`config.mk`:
```
export PLATFORM = sky130hd
export DESIGN_NAME = layers_frame_merger
export DESIGN_NICKNAME = d
export VERILOG_FILES = /design/src/rtl/layers_frame_merger.sv
export SDC_FILE = /design/constraint.sdc
export NUM_CORES = 1
export LEC_CHECK = 0
export CAP_MARGIN = 10
export CORE_ASPECT_RATIO = 0.5
export CORE_MARGIN = 5
export CORE_UTILIZATION = 46
export DETAILED_ROUTE_END_ITERATION = 8
export PLACE_DENSITY = 0.76
export SLEW_MARGIN = 20
export SYNTH_ARGS = -nofsm -noshare
export SYNTH_HDL_FRONTEND = slang
export SYNTH_SLANG_ARGS = --single-unit
```
`constraint.sdc`:
```
create_clock -name clk_core -period 6.08 [get_ports clk_core]
set_input_delay 0.912 -clock clk_core [delete_from_list [all_inputs] [get_ports clk_core]]
set_output_delay 0.912 -clock clk_core [all_outputs]
set_load 0.005 [all_outputs]
```
`src/rtl/layers_frame_merger.sv`:
```
// layers_frame_merger
// Frame-aware N:1 AXI-Stream merger. One layer is granted per frame
// (round-robin) and keeps the grant until its tlast. Frames longer than
// MAX_FRAME_LEN beats are cut: the last forwarded beat carries tlast and
// the remainder of the source frame is drained silently. Every output beat
// carries the source layer ID (index+1) on tdest.
//
// Optional feature: define LAYERS_FRAME_MERGER_HEADER_EN to prefix every
// frame with a header beat holding the layer ID. The header counts toward
// MAX_FRAME_LEN. Without the macro the layer ID travels only on tdest.
//
// Handshake: a beat moves across an interface on a rising edge where both
// tvalid and tready are high. The master side never retracts or alters a
// beat while tvalid is high and tready is low, and slave tready never
// depends on the same slave's tvalid.

module layers_frame_merger #(
  parameter int LAYER_COUNT   = 5,
  parameter int DATA_WIDTH    = 8,
  parameter int MAX_FRAME_LEN = 64
) (
  input  logic                              clk_core,
  input  logic                              clk_core_rst,
  input  logic [LAYER_COUNT*DATA_WIDTH-1:0] s_axis_tdata,
  input  logic [LAYER_COUNT-1:0]            s_axis_tvalid,
  input  logic [LAYER_COUNT-1:0]            s_axis_tlast,
  output logic [LAYER_COUNT-1:0]            s_axis_tready,
  output logic [DATA_WIDTH-1:0]             m_axis_tdata,
  output logic [7:0]                        m_axis_tdest,
  output logic                              m_axis_tlast,
  output logic                              m_axis_tvalid,
  input  logic                              m_axis_tready,
  input  logic [LAYER_COUNT-1:0]            cfg_layers_enable,
  output logic [LAYER_COUNT-1:0]            status_grant,
  output logic [LAYER_COUNT-1:0]            status_truncated,
  output logic [31:0]                       stat_frames_count
);

  localparam int IW = (LAYER_COUNT > 1) ? $clog2(LAYER_COUNT) : 1;
  localparam int CW = $clog2(MAX_FRAME_LEN + 1);
  localparam logic [CW-1:0] MAX_CNT = CW'(MAX_FRAME_LEN);

  localparam logic [1:0] ST_IDLE   = 2'd0;
`ifdef LAYERS_FRAME_MERGER_HEADER_EN
  localparam logic [1:0] ST_HEADER = 2'd1;
`endif
  localparam logic [1:0] ST_STREAM = 2'd2;
  localparam logic [1:0] ST_DRAIN  = 2'd3;

  // Control state
  logic [1:0]            state_q, state_d;
  logic [IW-1:0]         g_q, g_d;
  logic [IW-1:0]         rr_q, rr_d;
  logic [CW-1:0]         cnt_q, cnt_d;

  // Output register
  logic [DATA_WIDTH-1:0] m_data_q, m_data_d;
  logic [7:0]            m_dest_q, m_dest_d;
  logic                  m_last_q, m_last_d;
  logic                  m_valid_q, m_valid_d;

  // Status
  logic [LAYER_COUNT-1:0] trunc_q, trunc_d;
  logic [31:0]            frames_q, frames_d;

  // Arbitration and datapath helpers
  logic [LAYER_COUNT-1:0] cand;
  logic [IW-1:0]          arb_scan;
  logic [IW-1:0]          arb_idx;
  logic                   arb_found;
  logic [LAYER_COUNT-1:0] ready;
  logic                   load_ok;
  logic                   sel_valid;
  logic                   sel_last;
  logic [DATA_WIDTH-1:0]  sel_data;
  logic [CW-1:0]          cnt_inc;

  // The output register can take a new beat when it is empty or being emptied.
  assign load_ok   = !m_valid_q || m_axis_tready;
  assign sel_valid = s_axis_tvalid[g_q];
  assign sel_last  = s_axis_tlast[g_q];
  assign sel_data  = s_axis_tdata[g_q*DATA_WIDTH +: DATA_WIDTH];
  assign cnt_inc   = cnt_q + 1'b1;

  // Round-robin pick: first enabled, valid layer after rr_q (wrapping).
  // The scan runs from the farthest offset down so the nearest hit wins.
  always_comb begin
    cand      = s_axis_tvalid & cfg_layers_enable;
    arb_found = 1'b0;
    arb_idx   = '0;
    arb_scan  = '0;
    for (int i = LAYER_COUNT; i >= 1; i--) begin
      arb_scan = IW'((int'(rr_q) + i) % LAYER_COUNT);
      if (cand[arb_scan]) begin
        arb_found = 1'b1;
        arb_idx   = arb_scan;
      end
    end
  end

  // Next-state logic for the frame FSM, output register and statistics.
  always_comb begin
    state_d   = state_q;
    g_d       = g_q;
    rr_d      = rr_q;
    cnt_d     = cnt_q;
    m_data_d  = m_data_q;
    m_dest_d  = m_dest_q;
    m_last_d  = m_last_q;
    m_valid_d = m_valid_q && !m_axis_tready;
    trunc_d   = '0;
    ready     = '0;
    frames_d  = frames_q;

    if (m_valid_q && m_axis_tready && m_last_q) begin
      frames_d = frames_q + 32'd1;
    end

    case (state_q)
      ST_IDLE: begin
        cnt_d = '0;
        if (arb_found) begin
          g_d  = arb_idx;
          rr_d = arb_idx;
`ifdef LAYERS_FRAME_MERGER_HEADER_EN
          state_d = ST_HEADER;
`else
          state_d = ST_STREAM;
`endif
        end
      end

`ifdef LAYERS_FRAME_MERGER_HEADER_EN
      ST_HEADER: begin
        if (load_ok) begin
          m_data_d  = DATA_WIDTH'(int'(g_q) + 1);
          m_dest_d  = 8'(int'(g_q) + 1);
          m_last_d  = 1'b0;
          m_valid_d = 1'b1;
          cnt_d     = CW'(1);
          state_d   = ST_STREAM;
        end
      end
`endif

      ST_STREAM: begin
        ready[g_q] = load_ok;
        if (sel_valid && load_ok) begin
          cnt_d     = cnt_inc;
          m_data_d  = sel_data;
          m_dest_d  = 8'(int'(g_q) + 1);
          m_valid_d = 1'b1;
          if (sel_last) begin
            // Natural end, including a tlast that lands exactly on the limit.
            m_last_d = 1'b1;
            state_d  = ST_IDLE;
          end else if (cnt_inc == MAX_CNT) begin
            // Limit reached mid-frame: close the output frame, drop the rest.
            m_last_d   = 1'b1;
            trunc_d[g_q] = 1'b1;
            state_d    = ST_DRAIN;
          end else begin
            m_last_d = 1'b0;
          end
        end
      end

      ST_DRAIN: begin
        ready[g_q] = 1'b1;
        if (sel_valid && sel_last) begin
          state_d = ST_IDLE;
        end
      end

      default: state_d = ST_IDLE;
    endcase
  end

  // Register update with synchronous reset.
  always_ff @(posedge clk_core) begin
    if (clk_core_rst) begin
      state_q   <= ST_IDLE;
      g_q       <= '0;
      rr_q      <= IW'(LAYER_COUNT - 1);
      cnt_q     <= '0;
      m_data_q  <= '0;
      m_dest_q  <= '0;
      m_last_q  <= 1'b0;
      m_valid_q <= 1'b0;
      trunc_q   <= '0;
      frames_q  <= '0;
    end else begin
      state_q   <= state_d;
      g_q       <= g_d;
      rr_q      <= rr_d;
      cnt_q     <= cnt_d;
      m_data_q  <= m_data_d;
      m_dest_q  <= m_dest_d;
      m_last_q  <= m_last_d;
      m_valid_q <= m_valid_d;
      trunc_q   <= trunc_d;
      frames_q  <= frames_d;
    end
  end

  // One-hot grant, visible only while a frame is owned.
  always_comb begin
    status_grant = '0;
    if (state_q != ST_IDLE) begin
      status_grant[g_q] = 1'b1;
    end
  end

  assign s_axis_tready     = ready;
  assign m_axis_tdata      = m_data_q;
  assign m_axis_tdest      = m_dest_q;
  assign m_axis_tlast      = m_last_q;
  assign m_axis_tvalid     = m_valid_q;
  assign status_truncated  = trunc_q;
  assign stat_frames_count = frames_q;

endmodule

```
# After elaboration in Yosys (flattened, before gate mapping)
# Cells that the tools add are included.
# totals
ff_bits,70
inputBits,58
out_inout_bits,65
word_cells,100
# classes
n_addsub,8
n_div,5
n_lt_le_gt_ge,7
n_eq_ne,7
shift,1
n_mux,40
bitwise,5
reduce_logical,17
# op_table
operator,n
modulo 32 x 4 -> 32 bit (second input constant),5
variable part select 40 x 7 -> 8 bit,1
adder 32 x 1 -> 32 bit (second input constant),1
less-than comparator 3 x 4 -> 1 bit (second input constant),6
binary-select mux 1 bit (select 3 bit),7
2-to-1 mux 1 bit,17
2-to-1 mux 3 bit,5
one-hot mux 7 bit (2 select lines),1
AND 5 bit,2
2-to-1 mux 2 bit,5
one-hot mux 5 bit (2 select lines),1
adder 3 x 1 -> 4 bit (second input constant),2
adder 3 x 2 -> 4 bit (second input constant),2
adder 3 x 3 -> 4 bit (second input constant),2
adder 7 x 1 -> 7 bit (second input constant),1
== test 7 bit (second input constant),1
2-to-1 mux 7 bit,1
logical AND 1 bit,6
inequality test 2 bit (second input constant),3
one-hot mux 2 bit (3 select lines),1
AND reduction 2 bit,3
2-to-1 mux 5 bit,1
OR reduction 5 bit,1
== test 2 bit (second input constant),2
other kinds (9),13

# Longest topological paths before layout
# logic_depth
depth_word,11
depth_mapped,19
mapped_depth_nobuf,15

# Worst setup path before layout
# Ideal clock, no wire load.
# synth_path
kind,register to register
start,reg g_q[0] (netlist name)
end,reg g_q[1]
setup_time_ns,0.117
arrival_ns,4.576
required_time_ns,5.963
path_slack_ns,1.386
path_stages_with_launch,19
path_buffers,3
period_less_slack_ns,4.694
path_cell_list,dfxtp_1 -> buf_2 -> inv_2 -> clkbuf_1 -> clkbuf_1 -> ha_1 -> ha_1 -> or4b_1 -> a31oi_2 -> nor2_1 -> ha_1 -> nand3_1 -> and3_1 -> o21ai_0 -> o21ai_1 -> a221o_1 -> o31ai_2 -> a21oi_1 -> a32o_1
# synth_rtl
element,line_no,source
to (signal assigned),194,g_q <= g_d;
to (decl),52,"logic [IW-1:0] g_q, g_d;"

==> results.ini <==
[yosys]
synth-edff-count = 0
yosys.area.top_type = dfxtp_1
synth_area_per_cell_um2 = 7.66
yosysUniqueCellTypes = 82
synth_seq_cells = 64
synthCells = 657
yosys.area.top_type_share = 0.255
seq_area_frac_synth = 0.255
yosysWarnings = 0
synth_area_mm2 = 0.00503
netlist_top_cells_area = dfxtp_1, nor2_1, ha_1
synthFlopType = dfxtp_1
ys_async_sr_fraction = 0

[routing]
vias = 5314
drc = 0
drt-total-wl_mm = 15.3
dr_wl_met3_um = 887
routedWlPerCell_um = 17.0
routed.top_layer = met4
drt_iter0_markers = 360
wl_met2_mm = 7.16
drtPass1Iterations = 5
ant_nets = 0
via_per_inst = 5.90
met1_length_mm = 6.88

[timing]
fin_skew_ns = 0.00949
hold_viol_final = 0
rsz0062_at_grt = false
worstMarginPinSlew_ns = 1.07
fin_tns_setup_ns = 0
relSlewSlack = 0.284
setup_viol = 0
hold_ws_ns = 0.451
fmax_mhz = 206
fin_crit_sh = 0.799
fin_ws_ns = 1.22
finalCriticalPeriod_ns = 4.86
maxSlewViolCount = 0

[placed_design]
place_ws_ns = 1.31
place.gp.congestion = 0.949
hpwl_mm = 11.3
dp.cells = 885
io_buffers = 118

[critical_path]
cp.arrival_ns = 5.07
path_common_cell = ha_1
startpoint_type = flip-flop
r2r_slack_ns = 1.22
required_ns = 6.30
cp_max_fo = 26
cp-end-kind = flip-flop
criticalPathCategory = reg2reg
path_cells = buf_4 -> ha_1 -> xor2_2 -> ha_1 -> or4b_1 -> a31oi_2 -> nor2_1 -> ha_1 -> nand2b_1 -> a2111oi_0 -> a22o_1 -> a221o_1 -> o31ai_2 -> a2111o_1 -> o311ai_1
slowest_delay_ns = 0.60
crit_slowest_cell = a2111oi_0

[global_route]
grt_pass1_vias = 5138
antenna_found_initial = 0
grt_max_degree = 60
grt_use_total = 0.231
grt-ovfl-total = 0
grt_pass1_wl_mm = 25.5

[floorplan]
rows = 27
ios = 123
core_area_mm2 = 0.0108
die_area_mm2 = 0.0133
die-width_um = 158
start_util = 0.464
die_h_um = 84.0

[finish]
area_growth_pct = 30.5
stdcell_count = 900
drive_above_1_share = 0.0689
diodes = 0
final_nets = 835
utilization = 0.605
nFillCells = 972

[clock_tree]
cts_hold_buf = 0
cts_setup_buffers = 0
cts.sinks = 64
cts_tree = yes
cts_made_buffers = 9
cts_resized = 0
cts_htree_levels = 3
clk_pin_slew_worst_paths_ns = 0.05
cts_buffer_depth = 2
clk_latency_ns = 0.32
clk_root_buffer_cell = clkbuf_16

[power_and_ir_drop]
ir_drop_mv = 0.203
p_per_area_mw_per_mm2 = 400
p_leak_nw = 2.41

[hold_path]
hold_class = reg2reg

[status]
status = finished clean

[flow_run]
drv_cap = 0

flip-flops by register name, summed over array words and instances (netlist names):
register           flops
status_truncated       5
m_axis_tdata           8
state_q                2
m_axis_tdest           4
g_q                    3
m_axis_tlast           1
rr_q                   1
cnt_q                  7
stat_frames_count     32
m_axis_tvalid          1
critical path, delay by kind of cell, from the launching register on:
kind / cells / cell delay, ns
DFF: 1 / 0.32
AOI/OAI and AO/OA: 7 / 2.05
and+or+nand+nor: 3 / 0.86
xor gates and xnor gates: 1 / 0.20
buffers and inverters: 1 / 0.29
adders and majority gates: 3 / 1.02
cell usage in the layout, fill, tap and decap left out, types with 14 or more instances in the layout:
cell type / Yosys / layout
nor2_1: 93 / 93
inv_1: 16 / 16
xor2_1: 16 / 16
o21ai_0: 35 / 35
clkdlybuf4s50_1: 0 / 117
xnor2_1: 15 / 15
ha_1: 26 / 26
nand2b_1: 14 / 14
dfxtp_1: 64 / 63
nand3_1: 23 / 23
and3_1: 15 / 15
a21oi_1: 48 / 48
nor3_1: 18 / 18
nand2_1: 41 / 41
per-layer routing:
metal,vias to the layer above,track usage
met2,190,0.372
met5,-,0
met4,0,0.0734
met3,35,0.0440
met1,2505,0.310
li1,2584,-
cell usage after synthesis (6+ instances only):
library cell	instances
a21oi_1	48
a22oi_1	9
and2_1	8
and3_1	15
buf_1	6
buf_2	8
clkbuf_1	24
dfxtp_1	64
ha_1	26
inv_1	16
mux2_2	6
mux2i_1	13
nand2_1	41
nand2b_1	14
nand3_1	23
nand4_1	13
nor2_1	93
nor2b_1	6
nor3_1	18
nor4_1	7
o211ai_1	7
o21ai_0	35
o221ai_1	6
or3_1	8
xnor2_1	15
xor2_1	16
through the flow:
step	power, mW	area, um2
2_1_floorplan	1.63	5040
6_report	2.62	6560
5_1_grt	2.82	6560
4_1_cts	2.60	6560
3_5_place_dp	2.04	6240
3_3_place_gp	2.00	6240
area by class of cell:
type                    instances  area (um2)  share of cell area
clock buffers                  10         239              0.0364
inverters                      19        71.3              0.0109
flip-flops and latches         64        1280               0.195
well taps                     145         181              0.0276
multi-input cells             533        3490               0.531
repair buffers                124        1220               0.186
clock inverters                 5        81.3              0.0124
cell families after synthesis:
| kind of cell | synth area share |
|---|---|
| compound gates | 0.238 |
| flops | 0.255 |
| xor+xnor | 0.0604 |
| simple gates | 0.274 |
| buf+inv | 0.0550 |
| mux | 0.0527 |
| other cells | 0.000745 |
| fa+ha+maj | 0.0647 |
path summary, 6_finish.rpt:
| kind | startpoint | to | cells past startpoint |
|---|---|---|---|
| hold reg to reg | m_axis_tdest[1]$_SDFFE_PP0P_ | m_axis_tdest[1]$_SDFFE_PP0P_ | 2 |
| hold / removal | m_axis_tdest[1]$_SDFFE_PP0P_ | m_axis_tdest[1]$_SDFFE_PP0P_ | 2 |
| setup reg to reg | g_q[1]$_SDFFE_PP0P_ | g_q[0]$_SDFFE_PP0P_ | 15 |
| setup / recovery | g_q[1]$_SDFFE_PP0P_ | g_q[0]$_SDFFE_PP0P_ | 15 |
power breakdown:
| part | leakage, nW | total [mW] | switching [mW] | internal [mW] |
|---|---|---|---|---|
| Combinational | 1.73 | 1.57 | 0.925 | 0.640 |
| Clock | 0.155 | 0.551 | 0.184 | 0.367 |
| Sequential | 0.519 | 0.507 | 0.0425 | 0.464 |
Note: power is estimated with default switching activity, not from simulation.
